--- src/rtl/pht_access_scheduler_pkg.sv ---
// Shared types and helpers for the PHT access scheduler.
// Holds the scheduler state enum, counter constants and saturating update.
package pht_access_scheduler_pkg;

  localparam int DEF_IDX_W = 12;

  localparam logic [1:0] SAT_TAKEN = 2'b11;
  localparam logic [1:0] SAT_NT    = 2'b00;

  typedef enum logic [1:0] {
    INIT   = 2'd0,
    IDLE   = 2'd1,
    RMW_WR = 2'd2
  } sched_state_e;

  function automatic logic [1:0] sat_upd(
    input logic [1:0] cnt,
    input logic       taken
  );
    logic [1:0] res;
    res = cnt;
    if (taken) begin
      if (cnt != SAT_TAKEN) res = cnt + 2'b01;
    end else begin
      if (cnt != SAT_NT) res = cnt - 2'b01;
    end
    return res;
  endfunction

endpackage

--- src/rtl/pht_update_fifo.sv ---
// Pending resolved-branch update queue of {index, taken} entries.
// Ports: clk_i/rst_ni, clear_i, push_i + entry, pop_i, head_*_o, full_o, empty_o.
module pht_update_fifo
  import pht_access_scheduler_pkg::*;
#(
  parameter int IDX_W = DEF_IDX_W,
  parameter int DEPTH = 4
) (
  input  logic             clk_i,
  input  logic             rst_ni,
  input  logic             clear_i,
  input  logic             push_i,
  input  logic [IDX_W-1:0] push_idx_i,
  input  logic             push_taken_i,
  input  logic             pop_i,
  output logic [IDX_W-1:0] head_idx_o,
  output logic             head_taken_o,
  output logic             full_o,
  output logic             empty_o
);

  localparam int AW = $clog2(DEPTH);

  logic [IDX_W:0] ent_q [DEPTH];
  logic [AW:0]    wr_q, wr_d;
  logic [AW:0]    rd_q, rd_d;
  logic           do_push, do_pop;

  // Extra pointer bit tells full from empty when the low bits match.
  assign empty_o = (wr_q == rd_q);
  assign full_o  = (wr_q[AW] != rd_q[AW]) &&
                   (wr_q[AW-1:0] == rd_q[AW-1:0]);

  assign do_push = push_i && !full_o;
  assign do_pop  = pop_i && !empty_o;

  assign head_idx_o   = ent_q[rd_q[AW-1:0]][IDX_W:1];
  assign head_taken_o = ent_q[rd_q[AW-1:0]][0];

  always_comb begin
    wr_d = wr_q;
    rd_d = rd_q;
    if (clear_i) begin
      wr_d = '0;
      rd_d = '0;
    end else begin
      if (do_push) wr_d = wr_q + 1'b1;
      if (do_pop)  rd_d = rd_q + 1'b1;
    end
  end

  always_ff @(posedge clk_i or negedge rst_ni) begin
    if (!rst_ni) begin
      wr_q <= '0;
      rd_q <= '0;
      for (int i = 0; i < DEPTH; i++) ent_q[i] <= '0;
    end else begin
      wr_q <= wr_d;
      rd_q <= rd_d;
      if (do_push && !clear_i)
        ent_q[wr_q[AW-1:0]] <= {push_idx_i, push_taken_i};
    end
  end

endmodule

--- src/rtl/pht_access_scheduler.sv ---
// Single-port PHT owner: init sweep, lookup/update arbitration, GHR.
// Ports: CLK/RESET/FLUSH, lookup_*, pred_*, resolve_*, ghr, init_done,
// pht_* RAM side, stat_* counters (built only with PHT_SCHED_STATS_EN).
module pht_access_scheduler
  import pht_access_scheduler_pkg::*;
#(
  parameter int         IDX_W      = DEF_IDX_W,
  parameter int         FIFO_DEPTH = 4,
  parameter logic [1:0] INIT_VAL   = 2'b01
) (
  input  logic             CLK,
  input  logic             RESET,
  input  logic             FLUSH,
  input  logic             lookup_valid,
  input  logic [IDX_W-1:0] lookup_index,
  output logic             lookup_ready,
  output logic             pred_valid,
  output logic             pred_taken,
  input  logic             resolve_valid,
  input  logic [IDX_W-1:0] resolve_index,
  input  logic             resolve_taken,
  output logic             resolve_ready,
  output logic [IDX_W-1:0] ghr,
  output logic             init_done,
  output logic [IDX_W-1:0] pht_addr,
  output logic             pht_we,
  output logic [1:0]       pht_wdata,
  input  logic [1:0]       pht_rdata,
  output logic [31:0]      stat_lookups,
  output logic [31:0]      stat_updates,
  output logic [31:0]      stat_stalls
);

  sched_state_e     state_q, state_d;
  logic [IDX_W-1:0] ptr_q, ptr_d;
  logic [IDX_W-1:0] ghr_q, ghr_d;
  logic             pv_q;

  logic             f_full, f_empty;
  logic [IDX_W-1:0] h_idx;
  logic             h_tk;
  logic             push, pop, upd_rd, flush_act;

  assign init_done     = (state_q != INIT);
  assign flush_act     = FLUSH && (state_q != INIT);
  assign resolve_ready = init_done && !f_full;
  assign push          = resolve_valid && resolve_ready && !FLUSH;
  assign ghr           = ghr_q;
  assign pred_valid    = pv_q;
  assign pred_taken    = pv_q & pht_rdata[1];

  pht_update_fifo #(
    .IDX_W (IDX_W),
    .DEPTH (FIFO_DEPTH)
  ) u_fifo (
    .clk_i        (CLK),
    .rst_ni       (RESET),
    .clear_i      (flush_act),
    .push_i       (push),
    .push_idx_i   (resolve_index),
    .push_taken_i (resolve_taken),
    .pop_i        (pop),
    .head_idx_o   (h_idx),
    .head_taken_o (h_tk),
    .full_o       (f_full),
    .empty_o      (f_empty)
  );

  always_comb begin
    state_d      = state_q;
    ptr_d        = ptr_q;
    pht_addr     = '0;
    pht_we       = 1'b0;
    pht_wdata    = '0;
    lookup_ready = 1'b0;
    upd_rd       = 1'b0;
    pop          = 1'b0;
    unique case (state_q)
      INIT: begin
        pht_we    = 1'b1;
        pht_addr  = ptr_q;
        pht_wdata = INIT_VAL;
        ptr_d     = ptr_q + 1'b1;
        if (ptr_q == '1) state_d = IDLE;
      end
      IDLE: begin
        if (!FLUSH) begin
          // A full queue must drain before fetch can be served again.
          if (f_full)            upd_rd       = 1'b1;
          else if (lookup_valid) lookup_ready = 1'b1;
          else if (!f_empty)     upd_rd       = 1'b1;
          if (upd_rd) begin
            pht_addr = h_idx;
            state_d  = RMW_WR;
          end else if (lookup_ready) begin
            pht_addr = lookup_index;
          end
        end
      end
      RMW_WR: begin
        state_d = IDLE;
        if (!FLUSH) begin
          pht_we    = 1'b1;
          pht_addr  = h_idx;
          pht_wdata = sat_upd(pht_rdata, h_tk);
          pop       = 1'b1;
        end
      end
      default: state_d = INIT;
    endcase
    // RAM controls must go quiet the instant reset asserts.
    if (!RESET) begin
      pht_we    = 1'b0;
      pht_addr  = '0;
      pht_wdata = '0;
    end
  end

  always_comb begin
    ghr_d = ghr_q;
    if (flush_act) ghr_d = '0;
    else if (push) ghr_d = {ghr_q[IDX_W-2:0], resolve_taken};
  end

  always_ff @(posedge CLK or negedge RESET) begin
    if (!RESET) begin
      state_q <= INIT;
      ptr_q   <= '0;
      ghr_q   <= '0;
      pv_q    <= 1'b0;
    end else begin
      state_q <= state_d;
      ptr_q   <= ptr_d;
      ghr_q   <= ghr_d;
      pv_q    <= lookup_ready;
    end
  end

`ifdef PHT_SCHED_STATS_EN
  logic [31:0] lk_q, up_q, st_q;
  logic        stall;

  assign stall = lookup_valid && !lookup_ready && init_done;

  always_ff @(posedge CLK or negedge RESET) begin
    if (!RESET) begin
      lk_q <= '0;
      up_q <= '0;
      st_q <= '0;
    end else begin
      if (lookup_ready) lk_q <= lk_q + 32'd1;
      if (pop)          up_q <= up_q + 32'd1;
      if (stall)        st_q <= st_q + 32'd1;
    end
  end

  assign stat_lookups = lk_q;
  assign stat_updates = up_q;
  assign stat_stalls  = st_q;
`else
  assign stat_lookups = '0;
  assign stat_updates = '0;
  assign stat_stalls  = '0;
`endif

endmodule

--- config.mk ---
export PLATFORM = sky130hd
export DESIGN_NAME = pht_access_scheduler
export DESIGN_NICKNAME = d
export VERILOG_FILES = /design/src/rtl/pht_access_scheduler_pkg.sv /design/src/rtl/pht_update_fifo.sv /design/src/rtl/pht_access_scheduler.sv
export SDC_FILE = /design/constraint.sdc
export NUM_CORES = 1
export LEC_CHECK = 0
export ABC_AREA = 1
export ABC_CLOCK_PERIOD_IN_PS = 2550
export CAP_MARGIN = 10
export CORE_MARGIN = 5
export CORE_UTILIZATION = 53
export CTS_BUF_LIST = sky130_fd_sc_hd__clkbuf_4 sky130_fd_sc_hd__clkbuf_8
export CTS_CLUSTER_DIAMETER = 200
export DETAILED_ROUTE_END_ITERATION = 6
export GPL_TIMING_DRIVEN = 0
export HOLD_SLACK_MARGIN = 0.15
export PLACE_DENSITY_LB_ADDON = 0.08
export SYNTH_ARGS = -nofsm -noshare
export SYNTH_HDL_FRONTEND = slang
export SYNTH_SLANG_ARGS = --single-unit
--- constraint.sdc ---
create_clock -name CLK -period 2.55 [get_ports CLK]
set_clock_uncertainty 0.1 [all_clocks]
set_input_delay 0.3825 -clock CLK [delete_from_list [all_inputs] [get_ports CLK]]
set_output_delay 0.3825 -clock CLK [all_outputs]
set_load 0.05 [all_outputs]
Word level (Yosys, flattened, before mapping) --
Cells that the tools add are included.
Operators by class: add/subtract/negate cells 5, $lt $le $gt $ge 3, eq/ne operators 10, mux-type cells 43, bitwise gates (word level) 3, reduce and logical (&&, ||, !) cells 20
Operator list (number):
- $mux 12 | 7
- $bwmux 52 | 1
- $mux 13 | 3
- $pmux 12 s3 | 1
- $bmux 13 s2 | 1
- $demux 13 s2 | 1
- $mux 2 | 8
- $mux 1 | 14
- $add 12x1->12 const B | 1
- $eq 12x12->1 const B | 1
- $mux 3 | 4
- $reduce_bool 2->1 | 5
- $logic_and 1x1->1 | 9
- $ne 2x2->1 const B | 4
- $add 3x1->3 const B | 2
- $ge 3x3->1 const B | 2
- $not 2->3 | 2
- $pmux 2 s3 | 1
- $logic_not 1->1 | 4
- $pmux 2 s2 | 1
- $eq 3x3->1 | 1
- $lt 3x1->1 const B | 1
- $reduce_and 3->1 | 1
- $add 2x1->2 const B | 1
- 8 further kinds | 8
Storage, ports and cells: bits in registers 85, bits of input ports 32, output and inout port bits 128, word-level logic and storage cells 94

Longest topological paths before layout --
word-level depth 10, depth in mapped cells 12, depth with buffers taken out 11

Hierarchy --
A second synthesis with hierarchy kept.
Second synthesis, totals: cell total of the unflattened synthesis 718, area total of the unflattened synthesis 5342.6 um^2
By module, submodules not included:
- pht_update_fifo | times used 1, cells each 353, area each 2782.7 um^2, sequential area each 1451.4 um^2
- pht_access_scheduler | times used 1, cells each 365, area each 2560.0 um^2, sequential area each 675.6 um^2

Least setup slack after synthesis --
No wires, ideal clock.
kind register to output, from register u_fifo.wr_q[0], to output pht_addr[0], data arrival time 1.949 ns, data required time 2.068 ns, slack 0.119 ns, cell stages (with the launch flop) 10, path buffers 0, cells stage by stage dfrtp_1 > inv_1 > nand2_1 > nand2_1 > nand2_1 > nand2_1 > nand2_1 > nand2_1 > nand3_1 > a21oi_1
Between the ends: longest elaborated chain between the ends 10, elaborated cells on any way between the ends 16, classes of those cells eq/ne (2); mux (13); reduce/logical (1)
Ends and longest elaborated chain:
- start: declaration | line pht_update_fifo.sv:25 | logic [AW:0] wr_q, wr_d;
- start signal: assignment | line pht_update_fifo.sv:58 | wr_q <= wr_d;
- $eq 3x3->1 / $eq 2x2->1 (equally long branches) | line pht_update_fifo.sv:30, pht_update_fifo.sv:32
- $mux 1 / $logic_and 1x1->1 (equally long branches) | line pht_access_scheduler.sv:91, pht_update_fifo.sv:31
- $mux 1, on equally long branches | line pht_access_scheduler.sv:90, pht_access_scheduler.sv:89
- $mux 1, on equally long branches | line pht_access_scheduler.sv:89, pht_access_scheduler.sv:87
- $mux 1, on equally long branches | line pht_access_scheduler.sv:87, pht_access_scheduler.sv:78
- $mux 1 / $mux 12 (equally long branches) | line pht_access_scheduler.sv:78, pht_access_scheduler.sv:95
- $mux 12 * | line pht_access_scheduler.sv:92 | if (upd_rd) begin
- $mux 12 * | line pht_access_scheduler.sv:87 | if (!FLUSH) begin
- $pmux 12 s3 * | line pht_access_scheduler.sv:78 | unique case (state_q)
- $mux 12 * | line pht_access_scheduler.sv:112 | if (!RESET) begin
- end: declaration | line pht_access_scheduler.sv:25 | output logic [IDX_W-1:0] pht_addr,
Mark *: on every way between the ends. The rest lies on a longest branch, timed or not. The select of a mux whose other input is x is not followed.

Worst setup path after layout --
from register u_fifo.rd_q[0], to output pht_addr[5]
Between the ends: longest elaborated chain between the ends 10, elaborated cells on any way between the ends 21, classes of those cells eq/ne (2); mux (17); bitwise (1); reduce/logical (1)
Ends and longest elaborated chain:
- start: declaration | line pht_update_fifo.sv:26 | logic [AW:0] rd_q, rd_d;
- start signal: assignment | line pht_update_fifo.sv:59 | rd_q <= rd_d;
- $eq 3x3->1 / $eq 2x2->1 (equally long branches) | line pht_update_fifo.sv:30, pht_update_fifo.sv:32
- $mux 1 / $logic_and 1x1->1 (equally long branches) | line pht_access_scheduler.sv:91, pht_update_fifo.sv:31
- $mux 1, on equally long branches | line pht_access_scheduler.sv:90, pht_access_scheduler.sv:89
- $mux 1, on equally long branches | line pht_access_scheduler.sv:89, pht_access_scheduler.sv:87
- $mux 1, on equally long branches | line pht_access_scheduler.sv:87, pht_access_scheduler.sv:78
- $mux 1 / $mux 12 (equally long branches) | line pht_access_scheduler.sv:78, pht_access_scheduler.sv:95
- $mux 12 | line pht_access_scheduler.sv:92
- $mux 12 | line pht_access_scheduler.sv:87
- $pmux 12 s3 * | line pht_access_scheduler.sv:78
- $mux 12 * | line pht_access_scheduler.sv:112
Marked as above.

==> impl_metrics.py <==
metrics = {
    "timing": {
        "fin_crit_sh": 0.960,
        "hold_viol": 0,
        "max_freq_mhz": 409,
        "setup_tns_ns": 0,
        "max_slew_margin": 0.622,
        "setup_viol": 0,
        "fin_ws_ns": 0.103,
        "worst_pin_slew_ns": 0.566,
        "maxSlewViolCount": 0,
        "rsz0062_at_grt": "true",
        "fin_crit_ns": 2.45,
    },
    "clocking": {
        "cts_buffers": 9,
        "root_buffer": "clkbuf_8",
        "clkTransAtPathRegs_ns": 0.08,
        "clk_latency_ns": 0.37,
        "cts_tree": "done",
        "h-tree-depth": 3,
        "clock_sinks": 85,
        "clockBufferDepth": 2,
    },
    "pwr": {
        "p_int_w": 0.00322,
        "powerDensity_nw_per_um2": 882,
        "p_sw_w": 0.00273,
        "seqPwrFrac": 0.353,
        "p_leak_nw": 3.66,
        "power_w": 0.00595,
        "power_frac_comb": 0.497,
        "swShare": 0.459,
        "peakVddDrop_uv": 586,
        "clkPwrFrac": 0.149,
    },
    "cells_and_area": {
        "syn2layout_area_growth_pct": 28.6,
        "postLayoutCellArea_sq_um": 6750,
        "drive_above_1_share": 0.237,
        "fin_cells": 994,
        "nets": 895,
        "antenna_cells": 0,
    },
    "die": {
        "initial_core_util": 0.539,
        "core_area_sq_um": 9730,
        "io_pins": 160,
        "chipHeight_microns": 110,
        "dieWidth_microns": 110,
        "rows": 36,
        "dieArea_sq_um": 12000,
    },
    "placed_design": {
        "dpl.hpwl_microns": 9940,
        "postPlaceCellArea_sq_um": 6420,
        "place_ws_ns": -0.643,
        "place.port_buffers": 62,
        "place.gp.congestion": 0.932,
        "dp_cells": 971,
    },
    "detailed_routing": {
        "vias": 4607,
        "drt-initial-drc-count": 288,
        "vias_per_cell": 4.63,
        "wl_microns": 13200,
        "postRouteAntennaNets": 0,
        "wl_per_cell_microns": 13.3,
        "drt_pre_antenna_iters": 5,
        "drc_errors": 0,
    },
    "hold_path": {
        "worstHoldPathType": "flop to flop",
    },
    "setup_path": {
        "start_kind": "flop",
        "crit_fanout": 10,
        "end_kind": "output pin",
        "crit_type": "flop to output pin",
        "crit_arrival_ns": 1.96,
        "required_ns": 2.07,
    },
    "synthesis": {
        "avgSynthCellArea_sq_um": 7.72,
        "yosysWarnings": 0,
        "ys_types": 35,
        "ys_ff_latch": 85,
        "synthCells": 680,
        "ys_seq_area_frac": 0.405,
        "syn-cell-area_sq_um": 5250,
    },
    "global_routing": {
        "grt_max_degree": 56,
        "antenna_found_initial": 0,
        "grt-ovfl-total": 0,
        "grt_use_total": 0.219,
        "grt_pass1_vias": 4282,
        "grt_pass1_wl_microns": 20400,
    },
    "run_status": {
        "outcome": "completed",
    },
    "run": {
        "maxCapViolations": 0,
    },
}
[area by class of cell]
class | instances | area [sq um]
buffer | 118 | 912
clock buffer | 12 | 159
clock inverter | 3 | 21.3
fill | 836 | 2980
inverter | 57 | 224
multi-input combinational | 515 | 2440
sequential | 85 | 2130
tap | 133 | 166
timing repair buffer | 71 | 699
[path summary, 6_finish.rpt]
check | startpoint | to | slack [ns] | cells after the start
worst max-delay path | u_fifo.rd_q[0] | pht_addr[5] | 0.10 | 7
worst min-delay path | u_fifo.ent_q[30] | u_fifo.ent_q[30] | 0.38 | 2
worst max register to register | state_q[0] | ptr_q[11] | 0.74 | 7
worst min register to register | u_fifo.ent_q[30] | u_fifo.ent_q[30] | 0.38 | 2
max in group asynchronous | RESET | u_fifo.ent_q[48] | 1.60 | 3
min in group asynchronous | RESET | pred_valid | 0.47 | 3
[metrics by stage]
stage	util	hold WS, ns
3_3_place_gp	0.657	0.354
2_1_floorplan	-	-0.0131
3_5_place_dp	0.660	0.264
5_1_grt	0.694	0.405
4_1_cts	0.683	0.384
6_report	0.694	0.380
[layout by cell type (no fill, tap or decap), drive strengths merged, types with 12 or more instances in the layout]
cell / instances
a21oi: 12
buf: 131
clkbuf: 22
clkdlybuf4s50: 43
conb: 96
dfrtp: 85
inv: 57
nand2: 233
nand3: 41
nor2: 27
o21ai: 67
[cell usage after synthesis, drive strengths merged]
cell type / number / area (sq um)
nand2: 233 / 890
buf: 110 / 846
dfrtp: 85 / 2130
o21ai: 67 / 377
inv: 56 / 215
nand3: 41 / 260
nor2: 27 / 111
a21oi: 12 / 60.1
clkbuf: 8 / 30.0
xor2: 7 / 61.3
a22oi: 6 / 45.0
ha: 6 / 75.1
nor3: 4 / 30.0
or2: 4 / 25.0
xnor2: 4 / 35.0
o22ai: 3 / 18.8
nand4: 2 / 12.5
a21boi: 1 / 7.51
clkinv: 1 / 3.75
conb: 1 / 3.75
nor3b: 1 / 7.51
o211ai: 1 / 7.51
[metal layers]
| layer | up-vias | share of wire | global-route usage |
|---|---|---|---|
| met3 | 22 | 0.086 | 0.0382 |
| li1 | 2297 | - | - |
| met2 | 176 | 0.48 | 0.358 |
| met4 | 0 | 0.022 | 0.0980 |
| met5 | - | 0 | 0 |
| met1 | 2112 | 0.41 | 0.284 |
[kinds of logic after synthesis]
logic type,count (synthesis),synth area share
AO/OA/AOI/OAI,90,0.0982
XOR/XNOR,11,0.0184
adder cells (fa/ha/maj),6,0.0143
buffers and inverters,175,0.209
flip-flops,85,0.405
other,1,0.000714
AND/OR/NAND/NOR,312,0.255
[power groups by stage]
| stage | Combinational (W) | Sequential (W) | Clock, W |
|---|---|---|---|
| finish | 0.00296 | 0.00210 | 0.000889 |
| global route | 0.00323 | 0.00216 | 0.000954 |
| CTS | 0.00284 | 0.00209 | 0.000908 |
| detailed placement | 0.00281 | 0.00211 | 0 |
| global placement | 0.00275 | 0.00209 | 0 |
| floorplan | 0.00210 | 0.00210 | 0 |
[flip-flops by register name, summed over array words and instances (netlist names)]
register / count
u_fifo.rd_q: 3
ghr: 12
pred_valid: 1
u_fifo.wr_q: 3
ptr_q: 12
state_q: 2
u_fifo.ent_q: 52
[worst max-delay path, cell delays in order (launching register included)]
cell and delay [ns]:
dfrtp_2 0.46, buf_4 0.20, or2_2 0.30, nand3_1 0.07
nand2_1 0.11, a22oi_1 0.17, a21oi_1 0.10, buf_4 0.20
[timing repair]
item | CTS | global route
endpoints found under the setup margin | 17 | 17
endpoints found under the hold margin | 30 | 0
gates cloned | 0 | 0
buffers inserted | 1 | 5
gates resized for setup | 104 | 27
hold buffers | 2 | 0
pin swaps | 0 | 4
Power figures use the tool's default switching activity.
